==> config.mk <==
export PLATFORM = sky130hd
export DESIGN_NAME = spi_shift_engine
export DESIGN_NICKNAME = d
export VERILOG_FILES = /design/src/rtl/spi_pkg.sv /design/src/rtl/spi_clk_div.sv /design/src/rtl/spi_shift_engine.sv
export SDC_FILE = /design/constraint.sdc
export NUM_CORES = 1
export LEC_CHECK = 0
export BUFFER_PORTS_ARGS = -buffer_cell sky130_fd_sc_hd__buf_2
export CORE_ASPECT_RATIO = 0.75
export CORE_MARGIN = 5
export CORE_UTILIZATION = 39
export CTS_BUF_LIST = sky130_fd_sc_hd__clkbuf_4 sky130_fd_sc_hd__clkbuf_8
export DETAILED_ROUTE_END_ITERATION = 6
export GPL_TIMING_DRIVEN = 0
export HOLD_SLACK_MARGIN = 0.15
export SLEW_MARGIN = 5
export SYNTH_ARGS = -nofsm -noshare
export SYNTH_HDL_FRONTEND = slang
export SYNTH_SLANG_ARGS = --single-unit
==> constraint.sdc <==
create_clock -name clk -period 3.47 [get_ports clk]
set_clock_uncertainty 0.15 [all_clocks]
set_input_delay 0.347 -clock clk [delete_from_list [all_inputs] [get_ports clk]]
set_output_delay 0.347 -clock clk [all_outputs]
set_load 0.05 [all_outputs]
==> src/rtl/spi_pkg.sv <==
// Shared types and constants for the byte-wide mode-0 SPI master shift engine.
package spi_pkg;

  localparam int unsigned DIV_W_DEFAULT  = 8;
  localparam int unsigned EDGES_PER_BYTE = 16;
  localparam int unsigned EDGE_W         = $clog2(EDGES_PER_BYTE);
  localparam logic        MOSI_IDLE      = 1'b1;

  typedef enum logic {
    ST_IDLE,
    ST_SHIFT
  } state_e;

endpackage

==> src/rtl/spi_clk_div.sv <==
// SCLK generator: half-period counter that toggles sclk every div+1 clocks while run is high.
module spi_clk_div
  import spi_pkg::*;
#(
  parameter int unsigned DIV_W = DIV_W_DEFAULT
) (
  input  logic             clk,
  input  logic             _reset,
  input  logic             run,
  input  logic [DIV_W-1:0] div,
  output logic             sclk,
  output logic             rise_pulse,
  output logic             fall_pulse
);

  logic [DIV_W-1:0] cnt_q, cnt_d;
  logic             sclk_q, sclk_d;
  logic             term;

  // Counter restarts at zero whenever run drops, so a new transfer begins with a full low phase.
  always_comb begin
    cnt_d  = cnt_q;
    sclk_d = sclk_q;
    term   = run && (cnt_q == div);
    if (!run) begin
      cnt_d  = '0;
      sclk_d = 1'b0;
    end else if (term) begin
      cnt_d  = '0;
      sclk_d = ~sclk_q;
    end else begin
      cnt_d  = cnt_q + DIV_W'(1);
    end
  end

  always_ff @(posedge clk or negedge _reset) begin
    if (!_reset) begin
      cnt_q  <= '0;
      sclk_q <= 1'b0;
    end else begin
      cnt_q  <= cnt_d;
      sclk_q <= sclk_d;
    end
  end

  // Pulses flag the cycle whose closing clock edge moves sclk.
  assign sclk       = sclk_q;
  assign rise_pulse = term && !sclk_q;
  assign fall_pulse = term && sclk_q;

endmodule

==> src/rtl/spi_shift_engine.sv <==
// Mode-0 MSB-first SPI master: accepts one byte per start, shifts it out on MOSI and captures MISO.
module spi_shift_engine
  import spi_pkg::*;
#(
  parameter int unsigned DIV_W = DIV_W_DEFAULT
) (
  input  logic             clk,
  input  logic             _reset,
  input  logic             start,
  input  logic [7:0]       tx_data,
  input  logic [DIV_W-1:0] div,
  input  logic             miso,
  output logic             mosi,
  output logic             sclk,
  output logic             busy,
  output logic             done,
  output logic [7:0]       rx_data
);

  state_e              state_q, state_d;
  logic [7:0]          tx_shift_q, tx_shift_d;
  logic [7:0]          rx_shift_q, rx_shift_d;
  logic [7:0]          rx_data_q, rx_data_d;
  logic [DIV_W-1:0]    div_q, div_d;
  logic [EDGE_W-1:0]   edge_cnt_q, edge_cnt_d;
  logic                mosi_q, mosi_d;
  logic                busy_q, busy_d;
  logic                done_q, done_d;
  logic                run, rise_pulse, fall_pulse;

  assign run = (state_q == ST_SHIFT);

  spi_clk_div #(.DIV_W(DIV_W)) u_clk_div (
    .clk        (clk),
    ._reset     (_reset),
    .run        (run),
    .div        (div_q),
    .sclk       (sclk),
    .rise_pulse (rise_pulse),
    .fall_pulse (fall_pulse)
  );

  always_comb begin
    state_d    = state_q;
    tx_shift_d = tx_shift_q;
    rx_shift_d = rx_shift_q;
    rx_data_d  = rx_data_q;
    div_d      = div_q;
    edge_cnt_d = edge_cnt_q;
    mosi_d     = mosi_q;
    busy_d     = busy_q;
    done_d     = 1'b0;
    unique case (state_q)
      ST_IDLE: begin
        if (start) begin
          state_d    = ST_SHIFT;
          tx_shift_d = tx_data;
          rx_shift_d = '0;
          div_d      = div;
          edge_cnt_d = '0;
          mosi_d     = tx_data[7];
          busy_d     = 1'b1;
        end
      end
      ST_SHIFT: begin
        if (rise_pulse) begin
          rx_shift_d = {rx_shift_q[6:0], miso};
          edge_cnt_d = edge_cnt_q + EDGE_W'(1);
        end
        if (fall_pulse) begin
          tx_shift_d = {tx_shift_q[6:0], 1'b0};
          mosi_d     = tx_shift_q[6];
          edge_cnt_d = edge_cnt_q + EDGE_W'(1);
          // Final falling edge closes the byte; start may be taken in the very next (done) cycle.
          if (edge_cnt_q == EDGE_W'(EDGES_PER_BYTE - 1)) begin
            state_d   = ST_IDLE;
            mosi_d    = MOSI_IDLE;
            busy_d    = 1'b0;
            done_d    = 1'b1;
            rx_data_d = rx_shift_q;
          end
        end
      end
      default: state_d = ST_IDLE;
    endcase
  end

  always_ff @(posedge clk or negedge _reset) begin
    if (!_reset) begin
      state_q    <= ST_IDLE;
      tx_shift_q <= '0;
      rx_shift_q <= '0;
      rx_data_q  <= '0;
      div_q      <= '0;
      edge_cnt_q <= '0;
      mosi_q     <= MOSI_IDLE;
      busy_q     <= 1'b0;
      done_q     <= 1'b0;
    end else begin
      state_q    <= state_d;
      tx_shift_q <= tx_shift_d;
      rx_shift_q <= rx_shift_d;
      rx_data_q  <= rx_data_d;
      div_q      <= div_d;
      edge_cnt_q <= edge_cnt_d;
      mosi_q     <= mosi_d;
      busy_q     <= busy_d;
      done_q     <= done_d;
    end
  end

  assign mosi    = mosi_q;
  assign busy    = busy_q;
  assign done    = done_q;
  assign rx_data = rx_data_q;

endmodule

==> flow_summary.toml <==
[yosys]
syn_avg_cell_area_um2 = 11.3
synthSimpleGateAreaFrac = 0.175
synth.cell_area_um2 = 2210
synth_warnings = 0
synth_top_family_by_area = "simple AND/OR/NAND/NOR gates"
synth_seq_area_share = 0.543
syn-instance-count = 196
synthesis.nets = 218
ys_seq_elements = 48
synth_compound_area_frac = 0.0187
synthMuxAreaShare = 0.151
synth_fa_ha_area_frac = 0.0113
synth.distinct_cells = 32
synth_xor_area_frac = 0.0673

[sta]
setup_viol = 0
setup_tns_ns = 0
timing_hold_violations_final = 0
finalCriticalPeriod_ns = 2.46
timing.final.crit_share = 0.708
finalMaxSlewViolations = 0
grt_setup_unrepaired = "false"
fin_ws_ns = 1.01
worstMarginPinSlew_ns = 1.07
timing.fmax_mhz = 407
slew_headroom = 0.290

[detailed_routing]
route.met2.wl_um = 1710
routed.top_layer = "met4"
post_drt_wl_per_cell_um = 12.8
vias = 1458
met3_length_um = 203
wl_met1_um = 2180
dr.first_iter.drc_count = 46
first_pass_iters = 4
routed_wl_um = 4130
postRouteAntennaNets = 0
via_per_inst = 4.53
post-route-drc-count = 0

[placed_design]
place_ws_ns = 1.05
dp_hpwl_um = 2870
io_buffers = 31
gp_congestion = 0.740

[cells_and_area]
layout_common_cells = "dfrtp_1 (47), nand2_1 (39), buf_2 (32)"
synthToLayoutAreaGrowth_pct = 21.7
final_common_cell = "dfrtp_1"
drive_above_1_share = 0.291
fillers = 550
num_antenna_cells = 0
nets = 268

[critical_path]
worst_setup_path_start_kind = "register"
cp_data_required_time_ns = 3.50
crit_start = "u_clk_div.cnt_q[2]"
worstSetupPathType = "register to register"
critPathArrivalTime_ns = 2.49
cp_max_fo = 10
worstSetupEndpointType = "register"
regToRegStartpoint = "u_clk_div.cnt_q[2]"

[clock_tree]
clk_pin_slew_worst_paths_ns = 0.09
cts_buffer_depth = 2
clk_latency_ns = 0.29
cts-htree-levels = 2
cts_tree = "built"
cts_buffers = 5
clock_sinks = 48
cts-root-buf = "clkbuf_8"

[floorplanning]
num_io_pins = 32
rows = 23
start_util = 0.409
die_h_um = 75.2
core_um2 = 5410
die_x_um = 97.0
die_area_um2 = 7300

[worst_hold_path]
min_from = "start"
hp-class = "input port to register"

[power_and_ir_drop]
leakagePower_nw = 1.34
ir_drop_mv = 0.203
powerDensity_nw_per_um2 = 621

[global_routing]
antenna_found_initial = 0
grt_use_total = 0.128
grt_pass1_vias = 1496
grt_max_degree = 49
grt_pass1_wl_um = 7330
overflow = 0

[run]
drv_cap = 0

[run_status]
status = "finished clean"
-- layout make-up --
type | instances | area [µm²] | share of cell area
flip-flops and latches | 48 | 1200 | 0.446
multi-input cells | 137 | 937 | 0.348
repair buffers | 43 | 275 | 0.102
well taps | 75 | 93.8 | 0.0348
clock buffers | 6 | 76.3 | 0.0283
plain buffers | 8 | 62.6 | 0.0232
clock inverters | 2 | 35.0 | 0.0130
inverters | 3 | 11.3 | 0.00418
-- cell families (layout without fill, tap and decap cells) --
logic type,after synthesis,after routing
buffers and inverters,11,62
AND/OR/NAND/NOR,83,83
multiplexers,28,28
XOR/XNOR,17,17
AO/OA/AOI/OAI,7,7
adder cells (fa/ha/maj),2,2
flip-flops,48,48
-- repair_timing --
item | in CTS | in global routing
buffers inserted | 0 | 0
hold buffers | 12 | 0
gates resized for setup | 0 | 0
endpoints found under the hold margin | 58 | 0
endpoints found under the setup margin | 0 | 0
-- metal layers --
layer / vias up / track usage
met2: 27 / 0.193
li1: 744 / -
met1: 683 / 0.181
met4: 0 / 0.0374
met5: - / 0
met3: 4 / 0.0361
-- path summary, 6_finish.rpt --
| check | endpoint | slack [ns] | cells after the start |
|---|---|---|---|
| worst max-delay path | rx_data[1] | 1.01 | 7 |
| worst min-delay path | run | 0.18 | 3 |
| worst max register to register | rx_data[1] | 1.01 | 7 |
| worst min register to register | busy | 0.34 | 2 |
| max in group asynchronous | div_q[2] | 1.88 | 2 |
| min in group asynchronous | tx_shift_q[3] | 0.63 | 2 |
-- cells in the mapped netlist --
cell type,instances,share of area
dfrtp_1,47,0.53
nand2_1,39,0.066
nor2_1,19,0.032
mux2_2,16,0.081
xor2_1,13,0.051
mux2_4,7,0.047
nand3_1,7,0.016
mux2i_1,5,0.023
o21ai_0,5,0.011
clkbuf_1,4,0.0068
xnor2_1,4,0.016
and3_1,3,0.0085
inv_1,3,0.0051
and3_2,2,0.0068
buf_6,2,0.010
ha_1,2,0.011
nand2b_1,2,0.0057
nand3b_1,2,0.0068
a211o_1,1,0.0040
a21o_1,1,0.0034
and2_1,1,0.0028
and2b_2,1,0.0040
and3_4,1,0.0051
and4_1,1,0.0040
buf_12,1,0.0090
buf_2,1,0.0023
dfstp_2,1,0.012
nand4_1,1,0.0028
nor2b_1,1,0.0028
nor3_1,1,0.0023
nor3b_1,1,0.0034
nor4_2,1,0.0057
-- report_power, final --
part	switching (mW)	internal [mW]	leakage, nW
clock	0.178	0.222	0.0586
combinational	0.202	0.221	0.668
sequential	0.134	0.715	0.609
-- critical path: stages (launching register included) --
cell	delay, ns
dfrtp_1	0.45
xor2_1	0.17
nor4_2	0.52
and4_1	0.28
buf_6	0.13
and3_4	0.21
buf_12	0.14
mux2_4	0.30
-- per-stage QoR --
step           area, µm²  hold WS [ns]   util  std cells  power, mW
6_report            2690         0.183  0.498        322       1.67
5_1_grt             2690         0.185  0.498        322       1.81
4_1_cts             2690         0.169  0.498        322       1.70
3_5_place_dp        2460         0.333  0.455        302       1.28
3_3_place_gp        2460         0.324  0.455        302       1.27
2_1_floorplan       2210       -0.0986      -        196       1.17
-- registers in the layout (all words and copies together), names as in the netlist --
signal	count
edge_cnt_q	4
busy	1
u_clk_div.cnt_q	8
rx_data	8
done	1
mosi	1
rx_shift_q	8
tx_shift_q	7
div_q	8
run	1
u_clk_div.sclk	1
No activity file was read; power rests on OpenSTA's default activity.
